**src/rtl/v_tx_pkg.sv**
```systemverilog
// Shared types and helpers for the change-detecting TX chunk multiplexer.
// Holds FSM encoding, default chunk type base and flattened-bus slice helpers.
package v_tx_pkg;

    typedef enum logic [1:0] {
        IDLE  = 2'd0,
        OFFER = 2'd1,
        GAP   = 2'd2
    } state_t;

    localparam int DEFAULT_CHUNK_TYPE_BASE = 5;

    function automatic int ptr_width(input int n);
        return (n > 1) ? $clog2(n) : 1;
    endfunction

    function automatic int bytes_lsb(input int idx, input int chunk_bytes);
        return idx * chunk_bytes * 8;
    endfunction

    function automatic int size_lsb(input int idx, input int index_size);
        return idx * index_size;
    endfunction

    // Chunk type wraps modulo 256 by truncation.
    function automatic logic [7:0] chunk_type(input int base, input int idx);
        return 8'(base + idx);
    endfunction

endpackage

```
**src/rtl/v_rr_arbiter.sv**
```systemverilog
// Round-robin arbiter: grants the lowest requesting index strictly above last_ptr, wrapping.
// Latency: combinational. Backpressure: grant only presented while advance is high.
// Pointer storage lives with the caller, which updates it from grant_idx.
module v_rr_arbiter
    import v_tx_pkg::*;
#(
    parameter int N = 4
) (
    input  logic [N-1:0]              req,
    input  logic [ptr_width(N)-1:0]   last_ptr,
    input  logic                      advance,
    output logic [N-1:0]              grant,
    output logic [ptr_width(N)-1:0]   grant_idx,
    output logic                      grant_vld
);

    localparam int PW = ptr_width(N);

    logic [N-1:0] sel;
    logic         found;

    always_comb begin
        sel       = '0;
        grant_idx = '0;
        found     = 1'b0;
        for (int k = 1; k <= N; k++) begin
            for (int j = 0; j < N; j++) begin
                if (!found && req[j] && (((int'(last_ptr) + k) % N) == j)) begin
                    found     = 1'b1;
                    sel[j]    = 1'b1;
                    grant_idx = PW'(j);
                end
            end
        end
    end

    assign grant_vld = found && advance;
    assign grant     = advance ? sel : '0;

endmodule

```
**src/rtl/v_tx_chunk_mux.sv**
```systemverilog
// Multi-channel change-detecting TX chunk source; optional force_all resync under V_TX_CHUNK_MUX_FORCE_EN.
// Latency: live change -> pending after 1 edge -> offer after 2 edges; GAP of MIN_GAP_CYCLES+1 cycles after ack.
// Backpressure: offer holds stable until tx_ack; changes meanwhile coalesce into the newest value.
module v_tx_chunk_mux
    import v_tx_pkg::*;
#(
    parameter int CHANNEL_COUNT    = 4,
    parameter int CHUNK_BYTE_SIZE  = 32,
    parameter int CHUNK_INDEX_SIZE = 8,
    parameter int CHUNK_TYPE_BASE  = DEFAULT_CHUNK_TYPE_BASE,
    parameter int MIN_GAP_CYCLES   = 0
) (
    input  logic                                         CLK,
    input  logic                                         RST_N,
    input  logic [CHANNEL_COUNT*CHUNK_BYTE_SIZE*8-1:0]   ch_bytes,
    input  logic [CHANNEL_COUNT*CHUNK_INDEX_SIZE-1:0]    ch_size,
    input  logic [CHANNEL_COUNT-1:0]                     ch_enable,
    output logic                                         should_update,
    output logic [7:0]                                   tx_chunk_type,
    output logic [CHUNK_INDEX_SIZE-1:0]                  tx_chunk_size,
    output logic [CHUNK_BYTE_SIZE*8-1:0]                 tx_chunk_bytes,
`ifdef V_TX_CHUNK_MUX_FORCE_EN
    input  logic                                         force_all,
`endif
    input  logic                                         tx_ack,
    output logic [CHANNEL_COUNT-1:0]                     pending
);

    localparam int CH = CHANNEL_COUNT;
    localparam int BW = CHUNK_BYTE_SIZE * 8;
    localparam int IW = CHUNK_INDEX_SIZE;
    localparam int PW = ptr_width(CH);
    localparam int GW = (MIN_GAP_CYCLES > 0) ? $clog2(MIN_GAP_CYCLES + 1) : 1;
    localparam logic [IW-1:0] MAX_SIZE = IW'(CHUNK_BYTE_SIZE);

    state_t          state_q, state_d;
    logic [GW-1:0]   gap_cnt_q;
    logic [PW-1:0]   rr_ptr_q;
    logic [PW-1:0]   grant_idx;
    logic [CH-1:0]   grant;
    logic            grant_vld;
    logic            load;
    logic [CH-1:0]   dirty_d;
    logic [CH-1:0]   force_vec;

    logic [BW-1:0]   live_bytes     [CH];
    logic [IW-1:0]   live_size      [CH];
    logic [BW-1:0]   shadow_bytes_q [CH];
    logic [IW-1:0]   shadow_size_q  [CH];

    // Sizes are clamped before comparison so an over-range size settles after one send.
    for (genvar i = 0; i < CH; i++) begin : g_ch
        logic [IW-1:0] raw_size;
        assign live_bytes[i] = ch_bytes[bytes_lsb(i, CHUNK_BYTE_SIZE) +: BW];
        assign raw_size      = ch_size[size_lsb(i, IW) +: IW];
        assign live_size[i]  = (raw_size > MAX_SIZE) ? MAX_SIZE : raw_size;
        assign dirty_d[i]    = ch_enable[i] &&
                               (force_vec[i] ||
                                (live_bytes[i] != shadow_bytes_q[i]) ||
                                (live_size[i]  != shadow_size_q[i]));
    end

`ifdef V_TX_CHUNK_MUX_FORCE_EN
    logic [CH-1:0] force_q;

    always_ff @(posedge CLK or negedge RST_N) begin
        if (!RST_N) begin
            force_q <= '0;
        end else begin
            force_q <= (force_q & ~(load ? grant : '0)) | (force_all ? ch_enable : '0);
        end
    end

    assign force_vec = force_q;
`else
    assign force_vec = '0;
`endif

    v_rr_arbiter #(
        .N (CH)
    ) u_arb (
        .req       (pending),
        .last_ptr  (rr_ptr_q),
        .advance   (state_q == IDLE),
        .grant     (grant),
        .grant_idx (grant_idx),
        .grant_vld (grant_vld)
    );

    always_ff @(posedge CLK or negedge RST_N) begin
        if (!RST_N) begin
            state_q <= IDLE;
        end else begin
            state_q <= state_d;
        end
    end

    always_comb begin
        state_d = state_q;
        load    = 1'b0;
        case (state_q)
            IDLE: begin
                if (grant_vld) begin
                    load    = 1'b1;
                    state_d = OFFER;
                end
            end
            OFFER: begin
                if (tx_ack) begin
                    state_d = GAP;
                end
            end
            GAP: begin
                if (gap_cnt_q == GW'(MIN_GAP_CYCLES)) begin
                    state_d = IDLE;
                end
            end
            default: state_d = IDLE;
        endcase
    end

    assign should_update = (state_q == OFFER);

    always_ff @(posedge CLK or negedge RST_N) begin
        if (!RST_N) begin
            gap_cnt_q <= '0;
        end else if (state_q != GAP) begin
            gap_cnt_q <= '0;
        end else begin
            gap_cnt_q <= gap_cnt_q + GW'(1);
        end
    end

    always_ff @(posedge CLK or negedge RST_N) begin
        if (!RST_N) begin
            pending  <= '0;
            rr_ptr_q <= PW'(CH - 1);
        end else begin
            pending <= dirty_d;
            if (load) begin
                rr_ptr_q <= grant_idx;
            end
        end
    end

    always_ff @(posedge CLK or negedge RST_N) begin
        if (!RST_N) begin
            for (int i = 0; i < CH; i++) begin
                shadow_bytes_q[i] <= '0;
                shadow_size_q[i]  <= '0;
            end
        end else if (load) begin
            for (int i = 0; i < CH; i++) begin
                if (grant[i]) begin
                    shadow_bytes_q[i] <= live_bytes[i];
                    shadow_size_q[i]  <= live_size[i];
                end
            end
        end
    end

    always_ff @(posedge CLK or negedge RST_N) begin
        if (!RST_N) begin
            tx_chunk_type  <= chunk_type(CHUNK_TYPE_BASE, 0);
            tx_chunk_size  <= '0;
            tx_chunk_bytes <= '0;
        end else if (load) begin
            tx_chunk_type  <= chunk_type(CHUNK_TYPE_BASE, int'(grant_idx));
            tx_chunk_size  <= live_size[grant_idx];
            tx_chunk_bytes <= live_bytes[grant_idx];
        end
    end

endmodule

```
**config.mk**
```make
export PLATFORM = sky130hd
export DESIGN_NAME = v_tx_chunk_mux
export DESIGN_NICKNAME = d
export VERILOG_FILES = /design/src/rtl/v_tx_pkg.sv /design/src/rtl/v_rr_arbiter.sv /design/src/rtl/v_tx_chunk_mux.sv
export SDC_FILE = /design/constraint.sdc
export NUM_CORES = 2
export LEC_CHECK = 0
export BUFFER_PORTS_ARGS = -buffer_cell sky130_fd_sc_hd__buf_2
export CAP_MARGIN = 5
export CORE_AREA = 5 5 516 518
export CTS_BUF_LIST = sky130_fd_sc_hd__clkbuf_4 sky130_fd_sc_hd__clkbuf_8 sky130_fd_sc_hd__clkbuf_16
export DETAILED_ROUTE_END_ITERATION = 10
export DIE_AREA = 0 0 521 523
export PLACE_DENSITY = 0.47
export SETUP_SLACK_MARGIN = 0.02
export SYNTH_ARGS = -nofsm -noshare
export SYNTH_HDL_FRONTEND = slang
export SYNTH_SLANG_ARGS = --single-unit
```
**constraint.sdc**
```tcl
create_clock -name CLK -period 2.3 [get_ports CLK]
set_clock_uncertainty 0.05 [all_clocks]
set_input_delay 0.23 -clock CLK [delete_from_list [all_inputs] [get_ports CLK]]
set_output_delay 0.23 -clock CLK [all_outputs]
set_load 0.02 [all_outputs]
```
==> out/qor.yml <==
timing:
  hold_violations: 1
  slew_violations: 0
  finalSetupViolCount: 1175
  rsz0062_at_grt: "yes"
  worst_pin_slew_ns: 1.36
  fin_tns_setup_ns: -255.46
  max_freq_ghz: 0.344
  postLayoutSetupSlackWorst_ns: -0.606
  timing.final.crit_share_pct: 126
  holdWs_ns: -0.00170
  fin_crit_ns: 2.91
  slew_headroom_pct: 9.03
yosys:
  syn_area_um2: 69200
  synthArstFlopShare_pct: 100
  synth_top_area_cell: "dfrtp_1"
  syn_avg_cell_area_um2: 9.24
  synth_seq_cells: 1333
  synth_top_cell_area_share_pct: 48.1
  synth_edf_count: 0
  synth.area.top_cells: "dfrtp_1, nand2_1, mux2_2"
  dominantRegCellSynth: "dfrtp_1"
  ys_warn_count: 0
  ys_seq_area_share_pct: 48.2
  netlist_instances: 7487
  yosysUniqueCellTypes: 65
cells_and_area:
  area_growth_pct: 76.4
  final_common_cell: "buf_4"
  layout-drive-gt1-share_pct: 40.4
  fill_cells: 25200
  fin_cells: 15800
  final_cell_mix: "buf_4, nand2_1, buf_2, dfrtp_1, dlygate4sd3_1"
  nNetsFinal: 13200
power:
  p_comb_share_pct: 54.6
  p_int_uw: 89200
  switching_share_pct: 46.8
  p_sw_uw: 78300
  pwr-share-clk_pct: 17.9
  leakage_uw: 0.0594
  seq_power_share_pct: 27.6
  powerDensity_nw_per_um2: 1370
  ir_worst_vdd_mv: 0.952
routing:
  vias: 89400
  drcViolationCount: 0
  dr.pass1.iters: 8
  ant_nets: 0
  wl_per_cell_um: 43.5
  drtIter0Drc: 13700
  wirelength_um: 685000
  viasPerCell: 5.67
die:
  io_pins: 1340
  row_count: 188
  dieHeight_um: 523
  dieArea_um2: 272000
  die_width_um: 521
  core_area_um2: 261000
  start_util_pct: 26.5
grt:
  grt_max_degree: 83
  antenna_found_initial: 209
  grt_pass1_wl_um: 859000
  groute.usage.overall_pct: 48.3
  grt_pass1_vias: 84100
  overflow: 0
worst_setup_path:
  critical_path_class: "reg -> reg"
  r2r_cells: 9
  rr_startpoint: "shadow_bytes_q[250]$_DFFE_PN0P_"
  r2r-end: "pending[3]$_DFF_PN0_"
  end_kind: "register"
  reg2reg_slack_ns: -0.61
  crit_start: "shadow_bytes_q[250]$_DFFE_PN0P_"
  critPathLaunchType: "register"
  path_max_fanout: 2
  crit_required_ns: 2.99
  crit_arrival_ns: 3.59
clock_network:
  cts_made_buffers: 177
  clock_latency_ns: 0.87
  cts-root-buf: "clkbuf_16"
  cts.clk_slew.worst_paths_ns: 0.06
  tritoncts: "done"
  clock-sinks: 1333
  htreeDepth: 4
  clock_path_buffers: 3
min_path:
  hold_class: "in -> reg"
  min_path_cells: 5
  worst_hold_startpoint: "ch_bytes[868]"
  hold_path_end: "tx_chunk_bytes[100]$_DFFE_PN0P_"
placement:
  place_inst: 14200
  dpl.hpwl_um: 575000
  gp_routability_congestion: 1.07
  io_buffers: 1335
job:
  maxCapViolations: 0
status:
  status: "finished, violations left"
  violations: "hold timing, setup timing"
-- critical path, stage by stage, from the launching register on --
cell and delay (ns):
dfrtp_1 0.39, xnor2_1 0.21, buf_4 0.19, nand4_1 0.23, nor4_1 0.33, nand2_1 0.22
nor4_1 0.32, nand4_1 0.16, o41a_1 0.48, buf_12 0.19
-- kinds of logic (layout without fill, tap and decap cells) --
family	after synthesis	after routing	share of synthesized area (%)
simple gates	2423	2423	15.1
compound gates	1878	1878	19.0
flops	1333	1333	48.2
buf+inv	1007	5774	5.77
xor+xnor	526	526	6.66
mux	318	318	5.21
fa+ha+maj	1	1	0.0181
other cells	1	86	0.00542
-- metal layers --
layer | global-route usage [%] | vias to the layer above | wire length (um)
li1 | - | 35600 | -
met1 | 65.0 | 45700 | 279000
met2 | 68.0 | 6565 | 272000
met3 | 13.2 | 1477 | 75000
met4 | 31.5 | 78 | 58600
met5 | 0 | - | 532
-- power groups by stage --
stage          combinational, uW  sequential [uW]  clock [uW]
2_1_floorplan              27300            44000           0
3_3_place_gp               75700            45400           0
3_5_place_dp               76200            45700           0
4_1_cts                    85900            45400       30000
5_1_grt                    92800            46600       30800
6_report                   91400            46200       29900
-- registers in the layout, summed over array words and instances (netlist names) --
name            cells
tx_chunk_size       8
rr_ptr_q            2
gap_cnt_q           1
tx_chunk_type       4
tx_chunk_bytes    256
shadow_size_q      32
state_q             2
shadow_bytes_q   1024
pending             4
-- how the worst max path moves through the flow --
stage	to	slack, ns
after floorplan	tx_chunk_bytes[110]$_DFFE_PN0P_	-0.04
after global placement	pending[0]$_DFF_PN0_	-1.53
after detailed placement	pending[2]$_DFF_PN0_	-1.43
after CTS	pending[3]$_DFF_PN0_	-0.54
after global routing	tx_chunk_bytes[73]$_DFFE_PN0P_	-0.61
final	pending[3]$_DFF_PN0_	-0.61
-- stage by stage --
stage / setup WS [ns] / area [um2] / total power [uW] / utilization [%]
floorplan: -0.0353 / 69300 / 71300 / -
global placement: -1.53 / 98500 / 121000 / 37.7
detailed placement: -1.43 / 98500 / 122000 / 37.7
CTS: -0.542 / 120000 / 161000 / 46.0
global route: -0.610 / 122000 / 170000 / 46.7
finish: -0.606 / 122000 / 168000 / 46.7
-- synthesized netlist by cell type (14+ instances only) --
cell type	n
a2111oi_0	20
a211oi_1	260
a21o_1	256
a21oi_1	112
a221oi_1	92
a22o_1	56
a311oi_1	258
and3_1	157
buf_1	14
buf_2	155
clkbuf_1	292
dfrtp_1	1329
inv_1	539
mux2_1	92
mux2_2	223
nand2_1	1828
nand2b_1	32
nand3_1	27
nand4_1	112
nor2_1	35
nor2b_1	36
nor3_1	22
nor4_1	133
o21ai_0	481
o22ai_1	178
o2bb2ai_1	100
xnor2_1	278
xor2_1	248
-- cell type report --
cell class,count,area [um2],share of cell area (%)
repair buffers,4905,40100,32.9
well taps,3420,4280,3.51
clock inverters,48,544,0.446
multi-input cells,5150,35900,29.4
clock buffers,277,5530,4.53
flip-flops and latches,1333,33400,27.3
repair inverters,3,35.0,0.0287
diodes,82,205,0.168
inverters,541,2060,1.69
-- what timing repair did --
action,CTS,global route
buffers inserted,69,37
setup endpoints to repair,1021,1305
pin swaps,185,114
gates resized for setup,673,302
hold buffers,1064,0
endpoints found under the hold margin,2287,0
gates cloned,30,5
(Power assumes the default switching activity.)
